**src/rtl/rom_shadow_loader_pkg.sv**
```systemverilog
// Shared definitions for the boot ROM shadow copy engine.
package rom_shadow_loader_pkg;

  // Copy engine FSM encoding (3-bit)
  typedef enum logic [2:0] {
    ST_IDLE  = 3'd0,
    ST_ADDR  = 3'd1,
    ST_LATCH = 3'd2,
    ST_WRITE = 3'd3,
    ST_DONE  = 3'd4
  } state_e;

  // SRAM address that receives ROM byte 0
  localparam logic [18:0] SRAM_BASE_DEFAULT = 19'h78000;

endpackage

```
**src/rtl/rom_shadow_loader.sv**
```systemverilog
// Boot-time copy engine: walks the synchronous boot ROM, writes each byte to external SRAM
// through a req/ack handshake, keeps the CPU held until the copy finishes and sums the bytes.
module rom_shadow_loader
  import rom_shadow_loader_pkg::*;
#(
  parameter int unsigned          ROM_AW     = 15,
  parameter int unsigned          SRAM_AW    = 19,
  parameter logic [SRAM_AW-1:0]   SRAM_BASE  = SRAM_AW'(SRAM_BASE_DEFAULT),
  parameter bit                   AUTO_START = 1'b1
) (
  input  logic               clk,
  input  logic               rst_n,
  input  logic               start,
  output logic [ROM_AW-1:0]  rom_a,
  input  logic [7:0]         rom_d,
  output logic [SRAM_AW-1:0] sram_a,
  output logic [7:0]         sram_d,
  output logic               sram_req,
  input  logic               sram_ack,
  output logic               busy,
  output logic               done,
  output logic               cpu_hold,
  output logic [15:0]        checksum
);

  state_e             r_state;
  logic [ROM_AW-1:0]  r_index;
  logic [SRAM_AW-1:0] r_sram_a;
  logic [7:0]         r_sram_d;
  logic               r_req;
  logic               r_busy;
  logic               r_done;
  logic [15:0]        r_checksum;

  logic               w_last;
  logic [SRAM_AW-1:0] w_sram_addr;

  // Last ROM address reached; the SRAM add wraps within SRAM_AW bits
  assign w_last      = (r_index == {ROM_AW{1'b1}});
  assign w_sram_addr = SRAM_BASE + SRAM_AW'(r_index);

  // Copy FSM with registered handshake, data and status outputs
  always_ff @(posedge clk or negedge rst_n) begin
    if (!rst_n) begin
      r_state    <= ST_IDLE;
      r_index    <= '0;
      r_sram_a   <= SRAM_BASE;
      r_sram_d   <= 8'h00;
      r_req      <= 1'b0;
      r_busy     <= 1'b0;
      r_done     <= 1'b0;
      r_checksum <= 16'h0000;
    end else begin
      unique case (r_state)
        ST_IDLE, ST_DONE: begin
          // Leaving IDLE happens unconditionally when auto-starting; DONE always needs start
          if (start || (AUTO_START && (r_state == ST_IDLE))) begin
            r_index    <= '0;
            r_checksum <= 16'h0000;
            r_done     <= 1'b0;
            r_busy     <= 1'b1;
            r_state    <= ST_ADDR;
          end
        end
        // rom_a is already driven from the index; ROM returns data next cycle
        ST_ADDR: r_state <= ST_LATCH;
        ST_LATCH: begin
          r_sram_d   <= rom_d;
          r_sram_a   <= w_sram_addr;
          r_checksum <= r_checksum + {8'h00, rom_d};
          r_req      <= 1'b1;
          r_state    <= ST_WRITE;
        end
        ST_WRITE: begin
          // Ack only matters here, where req is guaranteed high
          if (sram_ack) begin
            r_req <= 1'b0;
            if (w_last) begin
              r_busy  <= 1'b0;
              r_done  <= 1'b1;
              r_state <= ST_DONE;
            end else begin
              r_index <= r_index + 1'b1;
              r_state <= ST_ADDR;
            end
          end
        end
        default: r_state <= ST_IDLE;
      endcase
    end
  end

  assign rom_a    = r_index;
  assign sram_a   = r_sram_a;
  assign sram_d   = r_sram_d;
  assign sram_req = r_req;
  assign busy     = r_busy;
  assign done     = r_done;
  assign cpu_hold = r_busy | ~r_done;
  assign checksum = r_checksum;

endmodule

```
**config.mk**
```make
export PLATFORM = sky130hd
export DESIGN_NAME = rom_shadow_loader
export DESIGN_NICKNAME = d
export VERILOG_FILES = /design/src/rtl/rom_shadow_loader_pkg.sv /design/src/rtl/rom_shadow_loader.sv
export SDC_FILE = /design/constraint.sdc
export NUM_CORES = 1
export LEC_CHECK = 0
export ABC_CLOCK_PERIOD_IN_PS = 4200
export CORE_ASPECT_RATIO = 1.1
export CORE_MARGIN = 1
export CORE_UTILIZATION = 50
export CTS_CLUSTER_DIAMETER = 40
export DETAILED_ROUTE_END_ITERATION = 12
export GPL_TIMING_DRIVEN = 1
export HOLD_SLACK_MARGIN = 0.1
export PLACE_DENSITY = 0.77
export SYNTH_ARGS = -nofsm -noshare
export SYNTH_HDL_FRONTEND = slang
export SYNTH_SLANG_ARGS = --single-unit
```
**constraint.sdc**
```tcl
create_clock -name clk -period 4.2 [get_ports clk]
set_input_delay 1.05 -clock clk [delete_from_list [all_inputs] [get_ports clk]]
set_output_delay 1.05 -clock clk [all_outputs]
set_load 0.05 [all_outputs]
```
==> summary.md <==
| Metric | Value |
|---|---|
| H-tree lvl count | `3` |
| Cells after synthesis | `317` |
| Max rail drop VDD | `0.449 mV` |
| Post-Syn Area per Cell | `9.54 um^2` |
| Static leakage | `1.79 nW` |
| Top FF cell, synth | `dfrtp_1` |
| Filler instances | `487` |
| Vias per cell | `about 5.4` |
| Starting DRT DRC Count | `about 190` |
| Hold Path Class | `reg2reg` |
| Drt first pass iters | `6` |
| Post-Syn Area | `3020 um^2` |
| Root Buffer | `clkbuf_8` |
| Post-CTS sizing | `0` |
| EDFF count, synth | `0` |
| Sequential share of power | `32.9%` |
| Final setup fails | `0` |
| Clk Latency, worst-skew pair | `approximately 0.34 ns` |
| Min Tclk post-route | `3.00 ns` |
| Die Height | `83.6 um` |
| Total Wirelength | `around 6.7 mm` |
| Antenna Violating Nets Remaining | `0` |
| Pint | `1.36 mW` |
| Layout cells sized above 1 | `6.92%` |
| Area of the multi-input gates | `1410 um^2` |
| Die Wd | `about 76 um` |
| Max_cap viols | `0` |
| Gr ovfl total | `0` |
| Die area | `around 6400 um^2` |
| Post-CTS Repair Setup Buffers | `0` |
| Hold path start | `sram_a[4]$_DFFE_PN0P_` |
| Status | `complete, no violations` |
| Hold Vio Cnt, Final | `0` |
| Via count | `2,535` |
| Clk network pwr share | `18.0%` |
| Worst Hold Depth | `2` |
| First-pass GRT wire length | `11.8 mm` |
| R2R cell count | `5` |
| Top achievable clock speed | `333 MHz` |
| Detailed placer's ending HPWL | `4.53 mm` |
| Power Density | `roughly 640 nW/um^2` |
| R2R Path End | `checksum[11]$_DFFE_PN0P_` |
| Req. time, crit path | `4.42 ns` |
| Initial cell density of the core | `52.1%` |
| Slowest stage delay, CP | `0.50 ns` |
| Pre-CTS setup slack | `slightly below 0.9 ns` |
| Placer Congestion | `between 0.8 and 0.9` |
| Post-cts hold buffer count | `0` |
| RR Startpoint | `r_state[1]$_DFFE_PN0P_` |
| Crit path launch type | `input port` |
| Worst-path maximum fanout | `8` |
| Core area | `5810 um^2` |
| Worst-margin pin slew | `around 1.1 ns` |
| Final Worst Setup Slack | `1.20 ns` |
| P&R area growth vs syn | `29.3%` |
| CTS sink count | `60` |
| Initial antenna violation count | `0` |
| Num ports | `74` |
| CP Capture Type | `flop` |
| Post-synth ARST share | `100%` |
| Synth warnings | `0` |
| Sw frac | `between 40% and 50%` |
| Seq/Total Area, Yosys | `49.7%` |
| Inserted Diodes | `0` |
| Reg clk slew, reported paths | `0.06 ns` |
| # DRC | `0` |
| Sequential Area | `1500 um^2` |
| Period utilization | `a little under three quarters` |
| Number of global-route vias before repair | `2,480` |
| Largest net degree at the start of global routing | `45` |
| Count of cell types in the netlist | `51` |
| Slew Viols, Final | `0` |
| Total track usage | `23.4%` |
| Gate power share | `49.0%` |
| Worst R2R Setup Slack | `roughly 1.8 ns` |
| CP arrival | `3.23 ns` |
| Crit path cell chain | `clkdlybuf4s50_1, ha_1, a211oi_1, o21ai_1, a21oi_1, o211ai_1, o31ai_1` |
| Cell Rows | `29` |
| Clock Path Buffers | `2` |
| Crit-path slowest cell | `a21oi_1` |
| RSZ-0062 raised after global routing | `no` |
| CP startpoint | `rom_d[4]` |
| Yosys reg bits | `60` |
| Port Buffers | `between 60 and 70` |
| CTS tree | `done` |
| CTS Buf Count | `9` |
| Max-slew headroom | `between 20 and 30%` |
| Worst Clk Skew | `approximately 0.0055 ns` |
| Worst hold endpoint | `sram_a[4]$_DFFE_PN0P_` |
| Switching Power | `1.15 mW` |
| CP Class | `in2reg` |
| Wirelength per Cell | `between 10 and 15 um` |
| Final nets | `408` |
| Final setup TNS | `0 ns` |
[area by class of cell]
cell class | count | share of cell area [%]
multi-input combinational | 238 | 36.2
inverter | 5 | 0.480
timing repair buffer | 72 | 18.1
sequential | 60 | 38.4
tap | 77 | 2.47
clock inverter | 2 | 0.256
clock buffer | 13 | 4.07
[metrics by stage]
step / cell area [um^2] / instances / util, % / power [mW] / hold WS, ns
after global placement: 3740 / 452 / 64.4 / 2.05 / 0.457
after floorplan: 3030 / 320 / - / 1.70 / 0.517
after CTS: 3910 / 467 / 67.3 / 2.53 / 0.478
final: 3910 / 467 / 67.3 / 2.52 / 0.470
after detailed placement: 3740 / 452 / 64.4 / 2.07 / 0.462
after global routing: 3910 / 467 / 67.3 / 2.67 / 0.494
[how the worst max path moves through the flow]
stage / depth (start not counted) / endpoint
floorplan: 6 / checksum[15]$_DFFE_PN0P_
global placement: 7 / checksum[15]$_DFFE_PN0P_
detailed placement: 7 / checksum[15]$_DFFE_PN0P_
CTS: 7 / checksum[15]$_DFFE_PN0P_
global route: 7 / checksum[11]$_DFFE_PN0P_
finish: 7 / checksum[11]$_DFFE_PN0P_
[cell families (layout without fill, tap and decap cells)]
logic type                 Yosys count  in the layout  synth area share [%]
and+or+nand+nor                    150            150                  22.9
AOI/OAI and AO/OA                   55             55                  13.1
buffers and inverters               22             92                  3.93
xor gates and xnor gates            12             12                  3.48
muxes                                7              7                  2.36
other                                1              4                 0.124
adders and majority gates           10             10                  4.39
DFF                                 60             60                  49.7
[routing by layer]
| layer | track usage, % | up-vias | routed length (um) |
|---|---|---|---|
| li1 | - | 1231 | - |
| met1 | 29.9 | 1204 | 2930 |
| met3 | 6.01 | 9 | 401 |
| met4 | 9.79 | 0 | 96 |
| met2 | 37.8 | 91 | 3250 |
| met5 | 0 | - | 0 |
[power groups by stage]
stage,combinational [mW],clock (mW),sequential [mW]
2_1_floorplan,0.486,0,1.21
3_3_place_gp,1.22,0,0.833
3_5_place_dp,1.23,0,0.834
4_1_cts,1.24,0.463,0.828
5_1_grt,1.33,0.489,0.848
6_report,1.23,0.454,0.828
[critical path: cells and delay by family]
family / cells / cell delay [ns]
buffers and inverters: 1 / 0.43
adders and majority gates: 1 / 0.38
AOI/OAI and AO/OA: 5 / 1.37
[layout by cell type, fill, tap and decap left out, types with 2 or more instances in the layout]
master,instances
nand2b_1,4
nand3b_1,2
inv_1,5
clkinv_2,2
o211ai_1,7
nor2_1,14
o21ai_0,8
nor4_1,4
buf_4,3
clkdlybuf4s50_1,68
a2111oi_2,2
a31oi_1,2
conb_1,4
clkbuf_1,2
o31ai_1,6
and3_1,3
and4_1,3
a211oi_1,5
nor2b_1,2
o21ai_1,6
xor2_1,3
nand3_1,7
a21oi_1,8
nand2_1,96
and2_1,3
xnor2_1,9
a21o_1,2
a22o_1,2
clkbuf_8,11
or3_1,2
ha_1,9
dfrtp_1,60
mux2i_1,6
[state kept, by name, indices dropped and copies added, names as in the netlist]
| signal | flops |
|---|---|
| busy | 1 |
| checksum | 16 |
| done | 1 |
| r_state | 3 |
| rom_a | 15 |
| sram_a | 15 |
| sram_d | 8 |
| sram_req | 1 |
[cells in the mapped netlist, types with 3 or more instances]
cell / n / area share [%]
o31ai_1: 6 / 1.5
and4_1: 3 / 0.87
o21ai_0: 8 / 1.3
xnor2_1: 9 / 2.6
buf_4: 5 / 1.2
and2_1: 3 / 0.62
nor4_1: 4 / 0.83
dfrtp_1: 60 / 50
clkbuf_1: 8 / 0.99
nand2b_1: 4 / 0.83
a21oi_1: 8 / 1.3
nor2_1: 14 / 1.7
nand2_1: 96 / 12
inv_1: 5 / 0.62
mux2i_1: 6 / 2.0
o211ai_1: 7 / 1.7
a211oi_1: 5 / 1.2
ha_1: 9 / 3.7
and3_1: 3 / 0.62
o21ai_1: 6 / 0.99
nand3_1: 7 / 1.2
xor2_1: 3 / 0.87
Power figures use the tool's default switching activity.
